$ cat src/rtl/dmem_responder.sv
// -----------------------------------------------------------------------------
// dmem_responder
//
// Responder end of the CPU MEM-stage data-memory interface. A load/store
// request is accepted in IDLE, held for LAT_CYCLES wait cycles, then serviced
// against an internal array of DEPTH 32-bit words. The response (load data or
// store completion, plus an error flag) is held until the CPU takes it.
//
// Ports:
//   clk         clock, all state updates on the rising edge
//   rst         asynchronous active-low reset
//   req_valid   request present
//   req_ready   block can accept a request (state is IDLE)
//   req_we      1 = store, 0 = load
//   req_funct3  RV32I size/sign code (B/H/W/BU/HU)
//   req_addr    byte address; word index is req_addr[31:2]
//   req_wdata   right-aligned store data
//   rsp_valid   response present
//   rsp_ready   CPU takes the response
//   rsp_rdata   extended load data; 0 for stores and errors
//   rsp_err     illegal funct3, misaligned, or out-of-range request
//   busy        block is not IDLE (CPU stalls its pipeline on this)
// -----------------------------------------------------------------------------
module dmem_responder #(
   parameter int DEPTH      = 32,
   parameter int LAT_CYCLES = 2
) (
   input  logic        clk,
   input  logic        rst,
   input  logic        req_valid,
   output logic        req_ready,
   input  logic        req_we,
   input  logic [2:0]  req_funct3,
   input  logic [31:0] req_addr,
   input  logic [31:0] req_wdata,
   output logic        rsp_valid,
   input  logic        rsp_ready,
   output logic [31:0] rsp_rdata,
   output logic        rsp_err,
   output logic        busy
);

   localparam int          IW      = (DEPTH > 1) ? $clog2(DEPTH) : 1;
   localparam logic [31:0] DEPTH_W = 32'(DEPTH);
   localparam logic [3:0]  LAT_W   = 4'(LAT_CYCLES);

   typedef enum logic [1:0] {
      ST_IDLE = 2'd0,
      ST_WAIT = 2'd1,
      ST_RESP = 2'd2
   } state_t;

   state_t      r_state;
   logic [3:0]  r_cnt;
   logic        r_we;
   logic [2:0]  r_funct3;
   logic [31:0] r_addr;
   logic [31:0] r_wdata;
   logic        r_rsp_valid;
   logic [31:0] r_rsp_rdata;
   logic        r_rsp_err;
   logic [31:0] r_mem [DEPTH];

   logic          w_err;
   logic          w_commit;
   logic          w_service;
   logic [IW-1:0] w_idx;
   logic [31:0]   w_word;
   logic [31:0]   w_load;
   logic [3:0]    w_be;
   logic [31:0]   w_wd;

   // Error check: funct3 legality for the access type, alignment, range.
   function automatic logic f_illegal(input logic        we,
                                      input logic [2:0]  f3,
                                      input logic [31:0] addr);
      logic bad;
      bad = 1'b0;
      case (f3)
         3'b000:         bad = 1'b0;
         3'b001, 3'b101: bad = addr[0] | (we & f3[2]);   // HU is load-only
         3'b010:         bad = (addr[1:0] != 2'b00);
         3'b100:         bad = we;                       // BU is load-only
         default:        bad = 1'b1;
      endcase
      if ({2'b00, addr[31:2]} >= DEPTH_W) begin
         bad = 1'b1;
      end else begin
         bad = bad;
      end
      return bad;
   endfunction

   // Load extraction: shift the addressed byte/half down, then extend.
   function automatic logic [31:0] f_load(input logic [2:0]  f3,
                                          input logic [1:0]  off,
                                          input logic [31:0] word);
      logic [31:0] sh;
      logic [31:0] res;
      sh = word >> {off, 3'b000};
      case (f3)
         3'b000:  res = {{24{sh[7]}}, sh[7:0]};
         3'b001:  res = {{16{sh[15]}}, sh[15:0]};
         3'b010:  res = word;
         3'b100:  res = {24'h000000, sh[7:0]};
         3'b101:  res = {16'h0000, sh[15:0]};
         default: res = 32'h0000_0000;
      endcase
      return res;
   endfunction

   // Store byte-lane enables for the addressed byte/half/word.
   function automatic logic [3:0] f_be(input logic [2:0] f3,
                                       input logic [1:0] off);
      logic [3:0] be;
      case (f3)
         3'b000:  be = 4'b0001 << off;
         3'b001:  be = off[1] ? 4'b1100 : 4'b0011;
         3'b010:  be = 4'b1111;
         default: be = 4'b0000;
      endcase
      return be;
   endfunction

   // Store data replicated across lanes so each enabled lane sees its bytes.
   function automatic logic [31:0] f_wd(input logic [2:0]  f3,
                                        input logic [31:0] wd);
      logic [31:0] res;
      case (f3)
         3'b000:  res = {4{wd[7:0]}};
         3'b001:  res = {2{wd[15:0]}};
         default: res = wd;
      endcase
      return res;
   endfunction

   // Handshake status and request decode from the latched request.
   always_comb begin
      req_ready = (r_state == ST_IDLE);
      busy      = (r_state != ST_IDLE);
      rsp_valid = r_rsp_valid;
      rsp_rdata = r_rsp_rdata;
      rsp_err   = r_rsp_err;
      w_err     = f_illegal(r_we, r_funct3, r_addr);
      w_idx     = r_addr[IW+1:2];
      w_word    = r_mem[w_idx];
      w_load    = f_load(r_funct3, r_addr[1:0], w_word);
      w_be      = f_be(r_funct3, r_addr[1:0]);
      w_wd      = f_wd(r_funct3, r_wdata);
      // The counter is loaded with LAT_CYCLES and the request is serviced on
      // the edge after it has reached zero, giving rsp_valid at accept+LAT+1.
      w_service = (r_state == ST_WAIT) && (r_cnt == 4'd0);
      w_commit  = w_service && r_we && !w_err;
   end

   // Request/response FSM with registered response outputs.
   always_ff @(posedge clk or negedge rst) begin
      if (!rst) begin
         r_state     <= ST_IDLE;
         r_cnt       <= 4'd0;
         r_we        <= 1'b0;
         r_funct3    <= 3'b000;
         r_addr      <= 32'h0000_0000;
         r_wdata     <= 32'h0000_0000;
         r_rsp_valid <= 1'b0;
         r_rsp_rdata <= 32'h0000_0000;
         r_rsp_err   <= 1'b0;
      end else begin
         case (r_state)
            ST_IDLE: begin
               if (req_valid) begin
                  r_we     <= req_we;
                  r_funct3 <= req_funct3;
                  r_addr   <= req_addr;
                  r_wdata  <= req_wdata;
                  r_cnt    <= LAT_W;
                  r_state  <= ST_WAIT;
               end else begin
                  r_state  <= ST_IDLE;
               end
            end
            ST_WAIT: begin
               if (w_service) begin
                  r_state     <= ST_RESP;
                  r_rsp_valid <= 1'b1;
                  r_rsp_err   <= w_err;
                  r_rsp_rdata <= (w_err || r_we) ? 32'h0000_0000 : w_load;
               end else begin
                  r_cnt <= r_cnt - 4'd1;
               end
            end
            ST_RESP: begin
               // New requests are not looked at here; they wait for IDLE.
               if (rsp_ready) begin
                  r_state     <= ST_IDLE;
                  r_rsp_valid <= 1'b0;
               end else begin
                  r_state     <= ST_RESP;
               end
            end
            default: begin
               r_state     <= ST_IDLE;
               r_rsp_valid <= 1'b0;
            end
         endcase
      end
   end

   // Word array write port; contents deliberately survive reset.
   always_ff @(posedge clk) begin
      for (int i = 0; i < 4; i++) begin
         if (w_commit && w_be[i]) begin
            r_mem[w_idx][8*i +: 8] <= w_wd[8*i +: 8];
         end
      end
   end

endmodule

$ cat config.mk
export PLATFORM = sky130hd
export DESIGN_NAME = dmem_responder
export DESIGN_NICKNAME = d
export VERILOG_FILES = /design/src/rtl/dmem_responder.sv
export SDC_FILE = /design/constraint.sdc
export NUM_CORES = 1
export LEC_CHECK = 0
export CORE_MARGIN = 3
export CORE_UTILIZATION = 47
export CTS_BUF_LIST = sky130_fd_sc_hd__clkbuf_2 sky130_fd_sc_hd__clkbuf_4 sky130_fd_sc_hd__clkbuf_8
export DETAILED_ROUTE_END_ITERATION = 12
export MAX_ROUTING_LAYER = met4
export PLACE_DENSITY_LB_ADDON = 0.12
export REMOVE_ABC_BUFFERS = 1
export SYNTH_ARGS = -nofsm -noshare
export SYNTH_HDL_FRONTEND = slang
export SYNTH_SLANG_ARGS = --single-unit
export TNS_END_PERCENT = 30
$ cat constraint.sdc
create_clock -name clk -period 2.4 [get_ports clk]
set_input_delay 0.48 -clock clk [delete_from_list [all_inputs] [get_ports clk]]
set_output_delay 0.48 -clock clk [all_outputs]
set_load 0.01 [all_outputs]
# ---- Yosys cells after proc, flatten, opt, wreduce, memory -nomap -nowiden
# Memory sizes are Yosys's and may differ from the RTL's.
# Cells that the tools add are included.
dict set report totals {
  latchBits 0
  word_cells 72
  register_bits 108
  rom_bits 0
  memories 1
  ram_bits 1024
}
# name depth width read_ports rd_clocked_by_memory_dff write_ports line_no
set memory_table {}
lappend memory_table {r_mem 32 32 1 0 1 62} ;# logic [31:0] r_mem [DEPTH];
dict set report classes {
  n_lt_le_gt_ge 1
  reduce_logical 20
  n_eq_ne 10
  add_sub_neg 1
  shifts 2
  div 0
  n_mul 0
  bitwise_logic 3
  mux 25
}
# op n
set ops {}
lappend ops {{$pmux W32 S5} 1}
lappend ops {{$pmux W32 S2} 1}
lappend ops {{$mux W32} 1}
lappend ops {{$shr A32 B5 Y16} 1}
lappend ops {{$ge A30 B6 Y1 const B} 1}
lappend ops {{$mux W1} 12}
lappend ops {{$mux W4} 3}
lappend ops {{$pmux W4 S3} 1}
lappend ops {{$ne A2 B2 Y1 const B} 4}
lappend ops {{$pmux W4 S2} 1}
lappend ops {{$logic_and A1 B1 Y1} 7}
lappend ops {{$eq A3 B3 Y1 const B} 2}
lappend ops {{$pmux W2 S3} 1}
lappend ops {{$reduce_and A3 Y1} 2}
lappend ops {{$reduce_bool A2 Y1} 3}
lappend ops {{$logic_not A4 Y1} 1}
lappend ops {{$mux W2} 2}
lappend ops {{$pmux W1 S4} 1}
lappend ops {{$reduce_and A2 Y1} 2}
lappend ops {{$shl A1 B2 Y4 const A} 1}
lappend ops {{$sub A4 B1 Y4 const B} 1}
lappend ops {{$eq A3 B1 Y1 const B} 1}
lappend ops {{$eq A3 B2 Y1 const B} 1}
lappend ops {{$logic_not A3 Y1} 1}
lappend ops {{10 further kinds} 10}

# ---- Logic depth before layout (Yosys ltp)
dict set report logic_depth {
  depth_word 9
  depth_mapped 12
  ltp_nobuf 10
}

# ---- Least setup slack after synthesis
# No wires, ideal clock.
dict set report synth_timing {
  kind {register to register}
  startpoint {register r_funct3[1]}
  endpoint {memory r_mem[0][24] (data pin)}
  path_stages_with_launch 7
  period_less_slack_ns 2.703
  arrival_ns 2.326
  slack_ns -0.303
  t_required_ns 2.023
  cell_sequence {dfrtp_1 clkbuf_1 clkbuf_1 nor2_1 clkbuf_1 nor2_1 a21oi_1}
}
dict set report synth_via {
  elab_chain_cells 2
}
# element line_no
set synth_lines {}
lappend synth_lines {{from (decl)} 56} ;# logic [2:0] r_funct3;
lappend synth_lines {{from (signal assigned)} 173} ;# r_funct3 <= req_funct3;
lappend synth_lines {{$eq A3 B1 Y1 / $logic_not A3 Y1 (equally long branches)} 129} ;# case (f3)
lappend synth_lines {{$pmux W32 S2 *} 129}
lappend synth_lines {{named net w_wd[24]} 71} ;# logic [31:0] w_wd;
lappend synth_lines {{to (decl)} 62}
# The timed path passes the listed nets; every way through them passes the cells marked *.

# ---- Worst setup path in the final report
dict set report layout_timing {
  startpoint {register r_addr[2]}
  endpoint {register r_rsp_rdata[4] (netlist: rsp_rdata[4])}
}
dict set report layout_via {
  elab_chain_cells 4
}
# element line_no
set layout_lines {}
lappend layout_lines {{from (decl)} 57} ;# logic [31:0] r_addr;
lappend layout_lines {{from (signal assigned)} 174} ;# r_addr <= req_addr;
lappend layout_lines {{$mem_v2 Z32 W32 / $ge A30 B6 Y1 (equally long branches)} -}
lappend layout_lines {{$shr A32 B5 Y16 / $mux W1 (equally long branches)} {100, 86}}
lappend layout_lines {{$pmux W32 S5 / $logic_or A1 B1 Y1 (equally long branches)} {101, 187}}
lappend layout_lines {{$mux W32 *} 187} ;# r_rsp_rdata <= (w_err || r_we) ? 32'h0000_0000 : w_load;
lappend layout_lines {{to (signal assigned)} 187}
lappend layout_lines {{to (decl)} 60} ;# logic [31:0] r_rsp_rdata;
# Every way passes the cells marked *; elsewhere a longest branch is shown, timed or not.
# A chain may end at the register's enable or synchronous reset.

==> out/results.tsv <==
stage	metric	value	unit
synth	top-count cell post-synth	sky130_fd_sc_hd__edfxtp_1	
sta	count of endpoints failing hold in the final timing report	0	
power	peak supply drop	0.757	mV
sta	highest clock frequency the design can meet	354	MHz
critical_path	kind of end point of the critical path	register	
synth	sequential cell area fraction in the yosys report	75.4	%
detailed_routing	DRC violations left	0	
placed_design	half-perimeter wire length of the detailed placement result	87700	µm
sta	Worst Skew	42.8	ps
critical_path	Setup crit start kind	register	
power	leakage power	0.0196	µW
global_route	via count of the first global-routing pass	26700	
critical_path	category of the critical setup timing path	reg2reg	
cts	clock root buffer master	sky130_fd_sc_hd__clkbuf_8	
global_route	GRT Residual Overflow	0	
detailed_routing	detailed-route wire length per cell	29.2	µm
critical_path	largest fanout on the critical path	8	
sta	Final setup viols	1327	
hold_path	Worst Hold Class	in2async	
critical_path	required time of the worst setup path	3150	ps
synth	dominant register cell in the synthesized netlist	sky130_fd_sc_hd__edfxtp_1	
synth	distinct cell type count after synthesis	60	
power	Tot Pwr	69800	µW
placed_design	RePlAce Congestion	0.949	
sta	Worst slew margin	35.4	%
finish	area growth from synthesis to layout	27.8	%
synth	synthesized area divided by synthesized cell count	18.5	µm²
cts	CTS tree	yes	
die	number of I/O pins	108	
global_route	pin count of the biggest net entering global routing	65	
status	result of the run	finished with violations	
placed_design	number of I/O port buffers	107	
critical_path	slack of the worst reg-to-reg path	-420	ps
die	placeable core area	93500	µm²
power	power per cell area	1230	nW/µm²
synth	list of most frequent post-synthesis cells	sky130_fd_sc_hd__edfxtp_1 (1024), sky130_fd_sc_hd__nand2_1 (276), sky130_fd_sc_hd__mux4_2 (229), sky130_fd_sc_hd__nor2_1 (169), sky130_fd_sc_hd__a22oi_1 (125)	
synth	proportion of register bits with asynchronous set or reset after synthesis	9.54	%
die	floorplan row count	112	
detailed_routing	drt first-iter violations	3042	
global_route	first-pass GRT wire length	186000	µm
cts	maximum buffer depth of the clock tree	3	
critical_path	startpoint of the worst register-to-register path	r_addr[2]	
finish	final core area utilization	60.7	%
synth	register bit count reported by yosys	1132	
sta	ratio of final minimum period to clock period	118	%
critical_path	Critical Path AT	3580	ps
status	violations in the final reports	setup timing	
synth	Yosys Warn Count	0	
synth	leading cell types by total area after synthesis	sky130_fd_sc_hd__edfxtp_1 (69%), sky130_fd_sc_hd__mux4_2 (12%), sky130_fd_sc_hd__dfrtp_1 (6.1%)	
cts	clock slew seen by the registers of the worst setup and hold paths	60	ps
cts	clock insertion delay at the later pin of the skew report	860	ps
critical_path	r2r worst-path depth	11	
sta	transition time at the pin with the least slew margin	966	ps
detailed_routing	Detailed Route WL	131000	µm
detailed_routing	Routed Antenna Nets	0	
synth	dominant cell type by area after synthesis	sky130_fd_sc_hd__edfxtp_1	
synth	Synth Cell Area	44400	µm²
synth	count of flip-flops with a built-in enable after synthesis	1024	
detailed_routing	detailed-route vias per instance	5.82	
finish	area of the multi-input gates	11200	µm²
synth	area share of the largest cell type after synthesis	69.3	%
detailed_routing	total via count in the routed design	26100	
finish	share of post-route cells with drive strength above 1	39.6	%
critical_path	Worst R2R End	rsp_rdata[4]	
critical_path	startpoint of the worst setup timing path	r_addr[2]	
detailed_routing	drt pass-1 iters	5	
cts	CTS buffer count	184	
finish	area of all sequential standard cells	33500	µm²
sta	worst path setup slack after routing	-425	ps
sta	final critical delay including setup and external delays	2820	ps
cts	CTS sink count	1132	
sta	unrepaired setup endpoints after global routing	yes	
synth	gate count of the mapped netlist	2394	
finish	number of nets in the final layout	3155	
die	effective utilization at floorplan	47.5	%
die	total die area	98100	µm²
run	number of max-cap violations	0	
global_route	GRT Total Usage	27.3	%
finish	filler cell count	6936	
die	die boundary width	313	µm
sta	total count of max-transition violations in the final report	0	
global_route	number of antenna violations at the first check in global routing	2	
die	Die Ht	313	µm
cts	CTS H-Tree Depth	4	
per-layer routing:
layer	share of wire, %	wire, µm	track usage (%)	vias up
met2	48	62800	41.7	1220
met4	3.0	3890	8.67	0
li1	-	-	-	11000
met3	9.4	12300	7.00	236
met1	40	52000	36.4	13600
met5	0	0	-	-
cell usage in the layout, fill, tap and decap left out, types with 5 or more instances in the layout:
master,Yosys,routed
sky130_fd_sc_hd__edfxtp_1,1024,1024
sky130_fd_sc_hd__buf_4,14,349
sky130_fd_sc_hd__nand2_1,276,272
sky130_fd_sc_hd__mux4_2,229,229
sky130_fd_sc_hd__clkbuf_8,0,197
sky130_fd_sc_hd__clkdlybuf4s50_1,0,105
sky130_fd_sc_hd__dfrtp_1,108,104
sky130_fd_sc_hd__nor2_1,169,90
sky130_fd_sc_hd__buf_6,10,83
sky130_fd_sc_hd__a22oi_1,125,70
sky130_fd_sc_hd__mux2i_1,62,56
sky130_fd_sc_hd__buf_12,0,56
sky130_fd_sc_hd__a22oi_2,0,55
sky130_fd_sc_hd__clkinv_1,0,55
sky130_fd_sc_hd__clkbuf_4,0,52
sky130_fd_sc_hd__nor2_4,0,45
sky130_fd_sc_hd__nor2_2,0,34
sky130_fd_sc_hd__buf_8,0,32
sky130_fd_sc_hd__a21oi_1,33,21
sky130_fd_sc_hd__o22ai_1,20,20
sky130_fd_sc_hd__mux2_2,18,18
sky130_fd_sc_hd__nand4_1,18,18
sky130_fd_sc_hd__a21o_1,14,14
sky130_fd_sc_hd__clkinv_2,0,14
sky130_fd_sc_hd__nor4_1,15,13
sky130_fd_sc_hd__buf_16,0,13
sky130_fd_sc_hd__a21oi_2,0,12
sky130_fd_sc_hd__o21ai_0,16,11
sky130_fd_sc_hd__nor3_1,14,10
sky130_fd_sc_hd__a211oi_1,9,9
sky130_fd_sc_hd__o211ai_1,8,8
sky130_fd_sc_hd__clkbuf_16,0,8
sky130_fd_sc_hd__o21ai_1,6,6
sky130_fd_sc_hd__a221oi_2,0,6
sky130_fd_sc_hd__inv_1,7,5
sky130_fd_sc_hd__nand3_1,5,5
sky130_fd_sc_hd__and4_4,0,5
sky130_fd_sc_hd__a41o_1,7,5
registers in the layout (all words and copies together), names as in the netlist:
signal,flops
r_we,1
r_cnt,4
r_funct3,3
rsp_err,1
r_state,2
r_mem,1024
r_wdata,32
r_addr,32
rsp_valid,1
rsp_rdata,32
how the worst max path moves through the flow:
stage / to
finish: rsp_rdata[4]
global route: rsp_rdata[5]
CTS: rsp_rdata[4]
detailed placement: rsp_rdata[1]
global placement: rsp_rdata[14]
floorplan: r_mem[1][0]
through the flow:
| stage | instance area, µm² | hold WS [ps] | std cells | TNS (ps) | setup WS (ps) |
|---|---|---|---|---|---|
| 2_1_floorplan | 43600 | 184 | 2248 | -8884530 | -8670 |
| 3_3_place_gp | 50600 | 405 | 4088 | -400410 | -591 |
| 3_5_place_dp | 50600 | 411 | 4088 | -442010 | -585 |
| 4_1_cts | 55400 | 23.2 | 4456 | -289190 | -421 |
| 5_1_grt | 56700 | 80.6 | 4487 | -386190 | -462 |
| 6_report | 56700 | 76.5 | 4489 | -259980 | -425 |
power by group:
group,internal (µW),total (µW),switching (µW)
clock,8760,16400,7690
combinational,11300,26600,15300
sequential,26000,26800,822
total,46100,69800,23800
area by class of cell:
type                       count  share of cell area (%)
antenna                        4                  0.0177
clock buffer                 249                    5.47
clock inverter                86                   0.947
inverter                       7                  0.0463
multi-input combinational   1109                    19.8
sequential                  1132                    59.0
tap                         1254                    2.77
timing repair buffer         648                    12.0
cell families (layout without fill, tap and decap cells):
kind of cell | count (synthesis) | after routing | synth area share (%)
DFF | 1132 | 1132 | 75.4
and+or+nand+nor | 534 | 534 | 5.12
muxes | 309 | 309 | 13.5
AOI/OAI and AO/OA | 263 | 263 | 4.24
buffers and inverters | 153 | 990 | 1.72
xor gates and xnor gates | 2 | 2 | 0.0395
adders and majority gates | 1 | 1 | 0.0282
other | 0 | 4 | 0
worst max-delay path: stages, from the launching register on:
cell and delay (ps):
sky130_fd_sc_hd__dfrtp_4 510, sky130_fd_sc_hd__buf_8 190, sky130_fd_sc_hd__buf_12 160, sky130_fd_sc_hd__mux4_2 560, sky130_fd_sc_hd__a22oi_2 270, sky130_fd_sc_hd__nand4_1 260
sky130_fd_sc_hd__buf_6 220, sky130_fd_sc_hd__nor2_2 90, sky130_fd_sc_hd__a21oi_1 50, sky130_fd_sc_hd__a21oi_1 150, sky130_fd_sc_hd__a211oi_1 60, sky130_fd_sc_hd__a21o_1 170
what timing repair did:
action / in CTS / in global routing
gates cloned: 8 / 10
setup endpoints to repair: 1301 / 1331
pin swaps: 37 / 74
buffers inserted: 24 / 25
hold buffers: 1 / 0
gates resized for setup: 159 / 263
hold endpoints to repair: 108 / 0
(Power assumes the default switching activity.)
